--- src/rtl/memory_stage_pkg.sv ---
// Shared types for the RV64 MEM stage: pipeline boundary structs, access sizes, FSM states.
// MISALIGN_TRAP_EN appends exception fields to memory_output_sign.
package memory_stage_pkg;

    localparam int MS_XLEN      = 64;
    localparam int MS_BUS_BYTES = 8;

    typedef enum logic [2:0] {
        MSIZE1 = 3'd0,
        MSIZE2 = 3'd1,
        MSIZE4 = 3'd2,
        MSIZE8 = 3'd3
    } msize_t;

    typedef enum logic [1:0] {
        IDLE = 2'd0,
        REQ  = 2'd1,
        DONE = 2'd2
    } mem_state_t;

    localparam logic [MS_XLEN-1:0] MCAUSE_LOAD_MISALIGN  = 64'd4;
    localparam logic [MS_XLEN-1:0] MCAUSE_STORE_MISALIGN = 64'd6;

    typedef struct packed {
        logic [MS_XLEN-1:0] pc;
        logic [4:0]         rd;
        logic               RegWrite;
        logic               MemRead;
        logic               MemWrite;
        logic               unsignedLoad;
        msize_t             size;
        logic [MS_XLEN-1:0] result;
        logic [MS_XLEN-1:0] b_reg;
    } excute_output_sign;

`ifdef MISALIGN_TRAP_EN
    typedef struct packed {
        logic               valid;
        logic [MS_XLEN-1:0] mcause;
        logic [MS_XLEN-1:0] mtval;
    } mem_exc_t;
`endif

    typedef struct packed {
        logic [MS_XLEN-1:0]      pc;
        logic [4:0]              rd;
        logic                    RegWrite;
        logic [MS_XLEN-1:0]      result;
        logic [MS_XLEN-1:0]      dbusdata;
        logic [MS_XLEN-1:0]      addr;
        logic [MS_BUS_BYTES-1:0] strobe;
        logic                    valid;
`ifdef MISALIGN_TRAP_EN
        mem_exc_t                exc;
`endif
    } memory_output_sign;

    // An access is aligned when the low address bits below its size are zero.
    function automatic logic is_misaligned(input logic [2:0] off, input msize_t size);
        logic r;
        case (size)
            MSIZE1:  r = 1'b0;
            MSIZE2:  r = off[0];
            MSIZE4:  r = |off[1:0];
            default: r = |off;
        endcase
        return r;
    endfunction

endpackage

--- src/rtl/memory_stage_mem_align.sv ---
// Lane alignment for a 64-bit data bus: store strobe/data shift, load extract/extend, misalign flag.
// Purely combinational (0 cycles); no flow control of its own.
module mem_align
    import memory_stage_pkg::*;
(
    input  logic [2:0]              i_addr_off,
    input  msize_t                  i_size,
    input  logic                    i_unsigned,
    input  logic [MS_XLEN-1:0]      i_store_dat,
    input  logic [MS_XLEN-1:0]      i_bus_rdata,
    output logic [MS_BUS_BYTES-1:0] o_strobe,
    output logic [MS_XLEN-1:0]      o_wdata,
    output logic [MS_XLEN-1:0]      o_load_dat,
    output logic                    o_misalign
);

    logic [3:0]              w_bytes;
    logic [MS_BUS_BYTES-1:0] w_mask;
    logic [5:0]              w_shift;
    logic [MS_XLEN-1:0]      w_raw;

    assign w_bytes = 4'd1 << i_size[1:0];
    // For 8 bytes the shift wraps to 0 and the subtraction yields all ones.
    assign w_mask  = (8'd1 << w_bytes) - 8'd1;
    assign w_shift = {i_addr_off, 3'b000};

    assign o_strobe   = w_mask << i_addr_off;
    assign o_wdata    = i_store_dat << w_shift;
    assign w_raw      = i_bus_rdata >> w_shift;
    assign o_misalign = is_misaligned(i_addr_off, i_size);

    always_comb begin
        o_load_dat = w_raw;
        case (i_size)
            MSIZE1:  o_load_dat = {{56{w_raw[7]  & ~i_unsigned}}, w_raw[7:0]};
            MSIZE2:  o_load_dat = {{48{w_raw[15] & ~i_unsigned}}, w_raw[15:0]};
            MSIZE4:  o_load_dat = {{32{w_raw[31] & ~i_unsigned}}, w_raw[31:0]};
            default: o_load_dat = w_raw;
        endcase
    end

endmodule

--- src/rtl/memory_stage.sv ---
// MEM stage: one data-bus transaction per entry, result in MEM/WB reg; out_valid 1 cycle after accept (non-mem) or after data_ok.
// Upstream held off (in_ready=0, stall_req) while a transaction is outstanding or WB stalls; MISALIGN_TRAP_EN enables misalign traps.
module memory_stage
    import memory_stage_pkg::*;
#(
    parameter int XLEN      = 64,
    parameter int BUS_BYTES = 8
) (
    input  logic                  clk,
    input  logic                  reset,
    input  logic                  in_valid,
    output logic                  in_ready,
    input  excute_output_sign     in_sign,
    input  logic                  flush,
    output logic                  dbus_valid,
    output logic [XLEN-1:0]       dbus_addr,
    output logic [2:0]            dbus_size,
    output logic [BUS_BYTES-1:0]  dbus_strobe,
    output logic [XLEN-1:0]       dbus_wdata,
    input  logic                  dbus_addr_ok,
    input  logic                  dbus_data_ok,
    input  logic [XLEN-1:0]       dbus_rdata,
    output logic                  out_valid,
    input  logic                  out_ready,
    output memory_output_sign     out_sign,
    output logic                  stall_req
);

    mem_state_t        r_state, w_state_nxt;
    logic              r_kill, w_kill_nxt;
    excute_output_sign r_entry;
    memory_output_sign r_out, w_out_d, w_direct, w_bus_out;
    logic              w_out_we;
    logic              w_accept;
    logic              w_in_mem;
    logic              w_in_trap;
    logic              w_in_req;
    logic [BUS_BYTES-1:0] w_strobe;
    logic [XLEN-1:0]   w_wdata;
    logic [XLEN-1:0]   w_load_dat;
    logic              w_entry_misalign;
    logic              w_unused_bus_flags;

    // Only data_ok ends a transaction; the address handshake carries no state here.
    assign w_unused_bus_flags = dbus_addr_ok ^ w_entry_misalign;

    mem_align u_align (
        .i_addr_off  (r_entry.result[2:0]),
        .i_size      (r_entry.size),
        .i_unsigned  (r_entry.unsignedLoad),
        .i_store_dat (r_entry.b_reg),
        .i_bus_rdata (dbus_rdata),
        .o_strobe    (w_strobe),
        .o_wdata     (w_wdata),
        .o_load_dat  (w_load_dat),
        .o_misalign  (w_entry_misalign)
    );

    assign in_ready  = (r_state == IDLE) | ((r_state == DONE) & out_ready);
    assign w_accept  = in_valid & in_ready & ~flush;
    assign w_in_mem  = in_sign.MemRead | in_sign.MemWrite;
`ifdef MISALIGN_TRAP_EN
    assign w_in_trap = w_in_mem & is_misaligned(in_sign.result[2:0], in_sign.size);
`else
    assign w_in_trap = 1'b0;
`endif
    assign w_in_req  = w_in_mem & ~w_in_trap;

    assign dbus_valid  = (r_state == REQ);
    assign stall_req   = (r_state == REQ);
    assign dbus_addr   = dbus_valid ? r_entry.result : '0;
    assign dbus_size   = dbus_valid ? r_entry.size : 3'd0;
    assign dbus_strobe = (dbus_valid & r_entry.MemWrite) ? w_strobe : '0;
    assign dbus_wdata  = (dbus_valid & r_entry.MemWrite) ? w_wdata : '0;

    assign out_valid = (r_state == DONE);
    assign out_sign  = r_out;

    // Result for an entry that completes without touching the bus.
    always_comb begin
        w_direct          = '0;
        w_direct.pc       = in_sign.pc;
        w_direct.rd       = in_sign.rd;
        w_direct.RegWrite = in_sign.RegWrite;
        w_direct.result   = in_sign.result;
`ifdef MISALIGN_TRAP_EN
        if (w_in_trap) begin
            w_direct.RegWrite   = 1'b0;
            w_direct.exc.valid  = 1'b1;
            w_direct.exc.mcause = in_sign.MemWrite ? MCAUSE_STORE_MISALIGN : MCAUSE_LOAD_MISALIGN;
            w_direct.exc.mtval  = in_sign.result;
        end
`endif
    end

    always_comb begin
        w_bus_out          = '0;
        w_bus_out.pc       = r_entry.pc;
        w_bus_out.rd       = r_entry.rd;
        w_bus_out.RegWrite = r_entry.RegWrite;
        w_bus_out.result   = r_entry.result;
        w_bus_out.dbusdata = r_entry.MemRead ? w_load_dat : '0;
        w_bus_out.addr     = r_entry.result;
        w_bus_out.strobe   = r_entry.MemWrite ? w_strobe : '0;
        w_bus_out.valid    = 1'b1;
    end

    always_comb begin
        w_state_nxt = r_state;
        w_kill_nxt  = r_kill;
        w_out_we    = 1'b0;
        w_out_d     = r_out;
        case (r_state)
            REQ: begin
                if (flush) w_kill_nxt = 1'b1;
                if (dbus_data_ok) begin
                    w_kill_nxt = 1'b0;
                    if (r_kill | flush) begin
                        w_state_nxt = IDLE;
                    end else begin
                        w_state_nxt = DONE;
                        w_out_we    = 1'b1;
                        w_out_d     = w_bus_out;
                    end
                end
            end
            DONE: begin
                if (flush | out_ready) w_state_nxt = IDLE;
            end
            default: w_state_nxt = r_state;
        endcase
        // Acceptance only happens from IDLE or a draining DONE, so it overrides the above.
        if (w_accept) begin
            if (w_in_req) begin
                w_state_nxt = REQ;
            end else begin
                w_state_nxt = DONE;
                w_out_we    = 1'b1;
                w_out_d     = w_direct;
            end
        end
    end

    always_ff @(posedge clk or negedge reset) begin
        if (!reset) begin
            r_state <= IDLE;
            r_kill  <= 1'b0;
            r_entry <= '0;
            r_out   <= '0;
        end else begin
            r_state <= w_state_nxt;
            r_kill  <= w_kill_nxt;
            if (w_accept) r_entry <= in_sign;
            if (w_out_we) r_out <= w_out_d;
        end
    end

endmodule
--- config.mk ---
export PLATFORM = sky130hd
export DESIGN_NAME = memory_stage
export DESIGN_NICKNAME = d
export VERILOG_FILES = /design/src/rtl/memory_stage_pkg.sv /design/src/rtl/memory_stage_mem_align.sv /design/src/rtl/memory_stage.sv
export SDC_FILE = /design/constraint.sdc
export NUM_CORES = 1
export LEC_CHECK = 0
export CAP_MARGIN = 20
export CORE_AREA = 4 4 267 269
export DETAILED_ROUTE_END_ITERATION = 12
export DIE_AREA = 0 0 271 273
export PLACE_DENSITY_LB_ADDON = 0.2
export SYNTH_ARGS = -nofsm -noshare
export SYNTH_HDL_FRONTEND = slang
export SYNTH_HIERARCHICAL = 1
export SYNTH_SLANG_ARGS = --single-unit
--- constraint.sdc ---
create_clock -name clk -period 3.2 [get_ports clk]
set_input_delay 0.8 -clock clk [delete_from_list [all_inputs] [get_ports clk]]
set_output_delay 0.8 -clock clk [all_outputs]
set_load 0.05 [all_outputs]
After elaboration in Yosys (flattened, before gate mapping) --
Index checks and enable logic that the tools add are counted.
Storage, ports and cells: register bits 478, input port bits 275, output and inout bits 414, logic and storage cells 75
Cells by class: add/subtract/negate cells 1, equality and inequality tests 6, shift-type cells 5, multiplexer cells 25, bitwise gates (word level) 13, reductions and logical operators 6
Operators with widths (number):
- 2-to-1 mux 271 bit | 5
- 2-to-1 mux 64 bit | 3
- one-hot mux 64 bit (3 select lines) | 1
- << shifter 64 x 6 -> 64 bit | 1
- >> shifter 64 x 6 -> 64 bit | 1
- 2-to-1 mux 8 bit | 2
- 2-to-1 mux 2 bit | 5
- << shifter 1 x 4 -> 8 bit, first input constant | 1
- << shifter 8 x 3 -> 8 bit | 1
- subtractor 8 x 1 -> 8 bit, second input constant | 1
- bitwise AND 1 bit | 7
- 2-to-1 mux 1 bit | 7
- inequality test 3 x 1 -> 1 bit, second input constant | 2
- bitwise OR 1 bit | 4
- one-hot mux 2 bit (2 select lines) | 1
- << shifter 1 x 2 -> 4 bit, first input constant | 1
- == test 3 x 1 -> 1 bit, second input constant | 1
- == test 3 x 2 -> 1 bit, second input constant | 1
- logical NOT 3 bit | 1
- 2-to-1 mux 3 bit | 1
- AND reduction 3 bit | 1
- nonzero test 3 bit | 1
- == test 2 x 1 -> 1 bit, second input constant | 1
- == test 2 bit, second input constant | 1
- 4 further kinds | 5

Longest topological paths before layout --
depth after elaboration 10, mapped depth 10, gate-level depth less buffers 9

Modules after synthesis --
The synthesis kept the hierarchy.
Modules (own cells, without submodules):
- memory_stage | times used 1, cells an instance 1654, area an instance 20920.1 µm², seq. area each 11961.5 µm²
- mem_align | times used 1, cells an instance 561, area an instance 3923.8 µm², seq. area each 0.0 µm²

Worst setup path before layout --
OpenSTA, ideal clock, no wires.
path type flip-flop to output port, start register r_entry[64] (netlist bit), end output dbus_strobe[4], arrival time 2.247 ns, data required time 2.400 ns, setup slack 0.153 ns, stages on the path, launching flop included 9, path buffers 5, cells stage by stage dfrtp_1 buf_2 buf_4 buf_4 buf_2 clkbuf_1 a21oi_1 a31oi_1 and3_1
Between the ends: cells in the longest elaborated chain, start to end 2
RTL lines:
- start: declaration | line memory_stage.sv:31 | excute_output_sign r_entry;
- start signal: assignment | line memory_stage.sv:153 | if (w_accept) r_entry <= in_sign;
- << shifter 8 x 3 -> 8 bit | line memory_stage_mem_align.sv:27 | assign o_strobe = w_mask << i_addr_off;
- named net w_strobe[4] | line memory_stage.sv:38 | logic [BUS_BYTES-1:0] w_strobe;
- 2-to-1 mux 8 bit | line memory_stage.sv:73 | assign dbus_strobe = (dbus_valid & r_entry.MemWrite) ? w_strobe : '0;
- end: declaration | line memory_stage.sv:18 | output logic [BUS_BYTES-1:0] dbus_strobe,
The timed path passes the listed nets, and every way through them passes these cells.

Worst setup path in the final report --
start register r_entry[65] (netlist bit), end output dbus_wdata[52]
Between the ends: cells in the longest elaborated chain, start to end 2
RTL lines:
- << shifter 64 x 6 -> 64 bit | line memory_stage_mem_align.sv:28 | assign o_wdata = i_store_dat << w_shift;
- named net w_wdata[52] | line memory_stage.sv:39 | logic [XLEN-1:0] w_wdata;
- 2-to-1 mux 64 bit | line memory_stage.sv:74 | assign dbus_wdata = (dbus_valid & r_entry.MemWrite) ? w_wdata : '0;
- end: declaration | line memory_stage.sv:19 | output logic [XLEN-1:0] dbus_wdata,
The timed path passes the listed nets, and every way through them passes these cells.

==> summary.md <==
| Metric | Value |
|---|---|
| Final setup viols | 13 |
| Die area | 0.0740 mm² |
| Setup_tns | -0.385 ns |
| Final Cycle Share | 102% |
| CTS tree | built |
| Sequential cell area | 0.0120 mm² |
| RSZ-0062 raised after global routing | yes |
| Comb pwr share | 57.4% |
| Nets | 3175 |
| Post-placement setup slack | -0.0509 ns |
| Least-Margin Pin Slew | 0.996 ns |
| CP Data Required Time | 2.40 ns |
| DRC viols | 0 |
| Count of input and output buffers | 687 |
| First-pass GRT wire length | 142 mm |
| Status | complete, but fails checks |
| Worst vdd ir | 0.000709 V |
| Die H | 273 µm |
| Internal cell power | 22.8 mW |
| Power Dens Cells | 1100 mW/mm² |
| Placer Congestion | 0.935 |
| Clock Skew | 0.0366 ns |
| Critical R2R Launch | r_entry[129] |
| Site Rows | 96 |
| Clock slew at reported path FFs | 0.06 ns |
| Drt pass-1 iters | 5 |
| CORE AREA | 0.0686 mm² |
| FF-to-FF End | out_sign[8] |
| Worst-Skew Late Latency | 0.62 ns |
| Syn Std Cell Area | 0.0248 mm² |
| DR iter-0 viols | 1614 |
| Final WL | 96.9 mm |
| Syn avg cell area | 11.2 µm² |
| Vias in the first global route | 21400 |
| Largest net degree at the start of global routing | 113 |
| Max Slew Vio Count | 0 |
| Placed Area | 0.0342 mm² |
| CTS buffer count | 56 |
| Final Instance Area | 0.0375 mm² |
| Share of cells above drive strength 1 | 35.6% |
| Area delta synth->final | 51.0% |
| Net Sw Power | 18.4 mW |
| Leakage | 15.6 nW |
| Startpoint types | flip-flop |
| ANT nets after route | 0 |
| Drt wl/cell | 24.9 µm |
| Slew HR | 33.6% |
| Peak Freq | 0.306 GHz |
| Critical path type | reg2out |
| Initial antenna violation count | 21 |
| Hold Path Class | in2async |
| Switch share | 44.7% |
| Layout fillers | 5822 |
| DP HPWL | 69.6 mm |
| Clk sinks | 478 |
| Violated checks | setup timing |
| GRT Total Usage | 25.0% |
| Cells on worst reg2reg path | 21 |
| Clock power frac | 16.1% |
| Htree depth | 2 |
| Final worst slack | -0.0691 ns |
| IO Pins | 689 |
| Cts hold-fix bufs | 0 |
| Syn Inst Count | 2211 |
| Via/cell ratio | 5.31 |
| Area of the multi-input gates | 0.0127 mm² |
| Die span in x | 271 µm |
| Starting Density | 36.2% |
| Placed cells | 3724 |
| Final min period | 3.27 ns |
| Max FO, Critical Path | 8 |
| Syn Nets | 2490 |
| Crit end category | output port |
| Grt ovf | 0 |
| Synth warnings | 6 |
| Detailed-route via count | 20700 |
| Largest buffer count on any clock path | 3 |
| Setup slack, reg-to-reg | 0.08 ns |
| Seq pwr share | 26.4% |
| Final Hold Viols | 0 |
| Data arrival, critical path | 2.47 ns |
| Maxcap violations | 0 |
| Root Driver | clkbuf_16 |
| Fin cells | 3890 |
[sequential cells by signal, summed over array words and instances, names as in the netlist]
signal and cells:
out_sign 271, r_entry 204, r_kill 1, r_state 2
[area by class of cell]
| class | instances | share of cell area (%) |
|---|---|---|
| antenna | 16 | 0.107 |
| clock buffer | 78 | 4.31 |
| clock inverter | 27 | 0.848 |
| inverter | 7 | 0.0935 |
| multi-input combinational | 1534 | 33.8 |
| sequential | 478 | 31.9 |
| tap | 931 | 3.11 |
| timing repair buffer | 819 | 25.8 |
[worst max-delay path by stage]
stage / startpoint / to / slack, ns / cells after the start
4_1_cts: r_entry[65] / dbus_wdata[52] / -0.1 / 7
6_report: r_entry[65] / dbus_wdata[52] / -0.07 / 7
2_1_floorplan: r_entry[64] / dbus_strobe[4] / 0.15 / 8
3_5_place_dp: dbus_rdata[63] / out_sign[97] / -0.05 / 8
3_3_place_gp: dbus_rdata[63] / out_sign[103] / -0.01 / 8
5_1_grt: r_entry[65] / dbus_wdata[52] / -0.11 / 7
[metal layers]
layer	vias to the layer above	wire (µm)	track usage, %
met5	-	57	0
met4	10	4490	11.5
met3	200	7150	6.13
met2	784	48300	42.3
met1	10500	36900	30.1
li1	9194	-	-
[placed cells by master, fill, tap and decap left out, types with 8 or more instances in the layout]
cell type and count:
clkdlybuf4s50_1 544, dfrtp_1 471, mux2_2 450, nand2_1 267, a21oi_1 156, buf_12 155, nand3_1 104, buf_4 81
and2_1 77, mux2i_1 73, nor2_1 57, clkbuf_16 56, mux2_4 44, and3_1 43, and3_4 36, mux4_2 31
o21ai_0 30, buf_6 23, a21oi_2 17, diode_2 16, clkbuf_8 13, clkinv_2 13, o21ai_2 13, buf_8 11
nand2b_1 10, clkbuf_1 9, mux2i_2 9, o21ai_1 9, nor2_2 8
[power groups by stage]
| stage | clock network, mW | registers [mW] | logic (mW) |
|---|---|---|---|
| after floorplan | 0 | 14.8 | 9.42 |
| after global placement | 0 | 10.7 | 21.2 |
| after detailed placement | 0 | 10.9 | 21.4 |
| after CTS | 6.79 | 10.8 | 22.8 |
| after global routing | 7.04 | 11.2 | 24.7 |
| final | 6.62 | 10.9 | 23.6 |
[critical path, cell delays in order (launching register included)]
cell      delay (ns)
dfrtp_4         0.44
buf_12          0.17
buf_16          0.15
mux2_2          0.35
o211ai_1        0.23
o21ai_1         0.11
and3_1          0.23
buf_12          0.15
[stage by stage]
step	utilization, %	power (mW)	hold WS (ns)
finish	54.7	41.1	0.103
global route	54.6	43.0	0.0906
CTS	53.7	40.3	0.0834
detailed placement	49.8	32.3	0.492
global placement	49.8	31.9	0.484
floorplan	-	24.2	0.475
[what timing repair did]
item	CTS	global route
buffers inserted	32	9
pin swaps	25	23
gates cloned	3	0
endpoints found under the setup margin	60	62
resized for setup	139	118
Note: power is estimated with default switching activity, not from simulation.
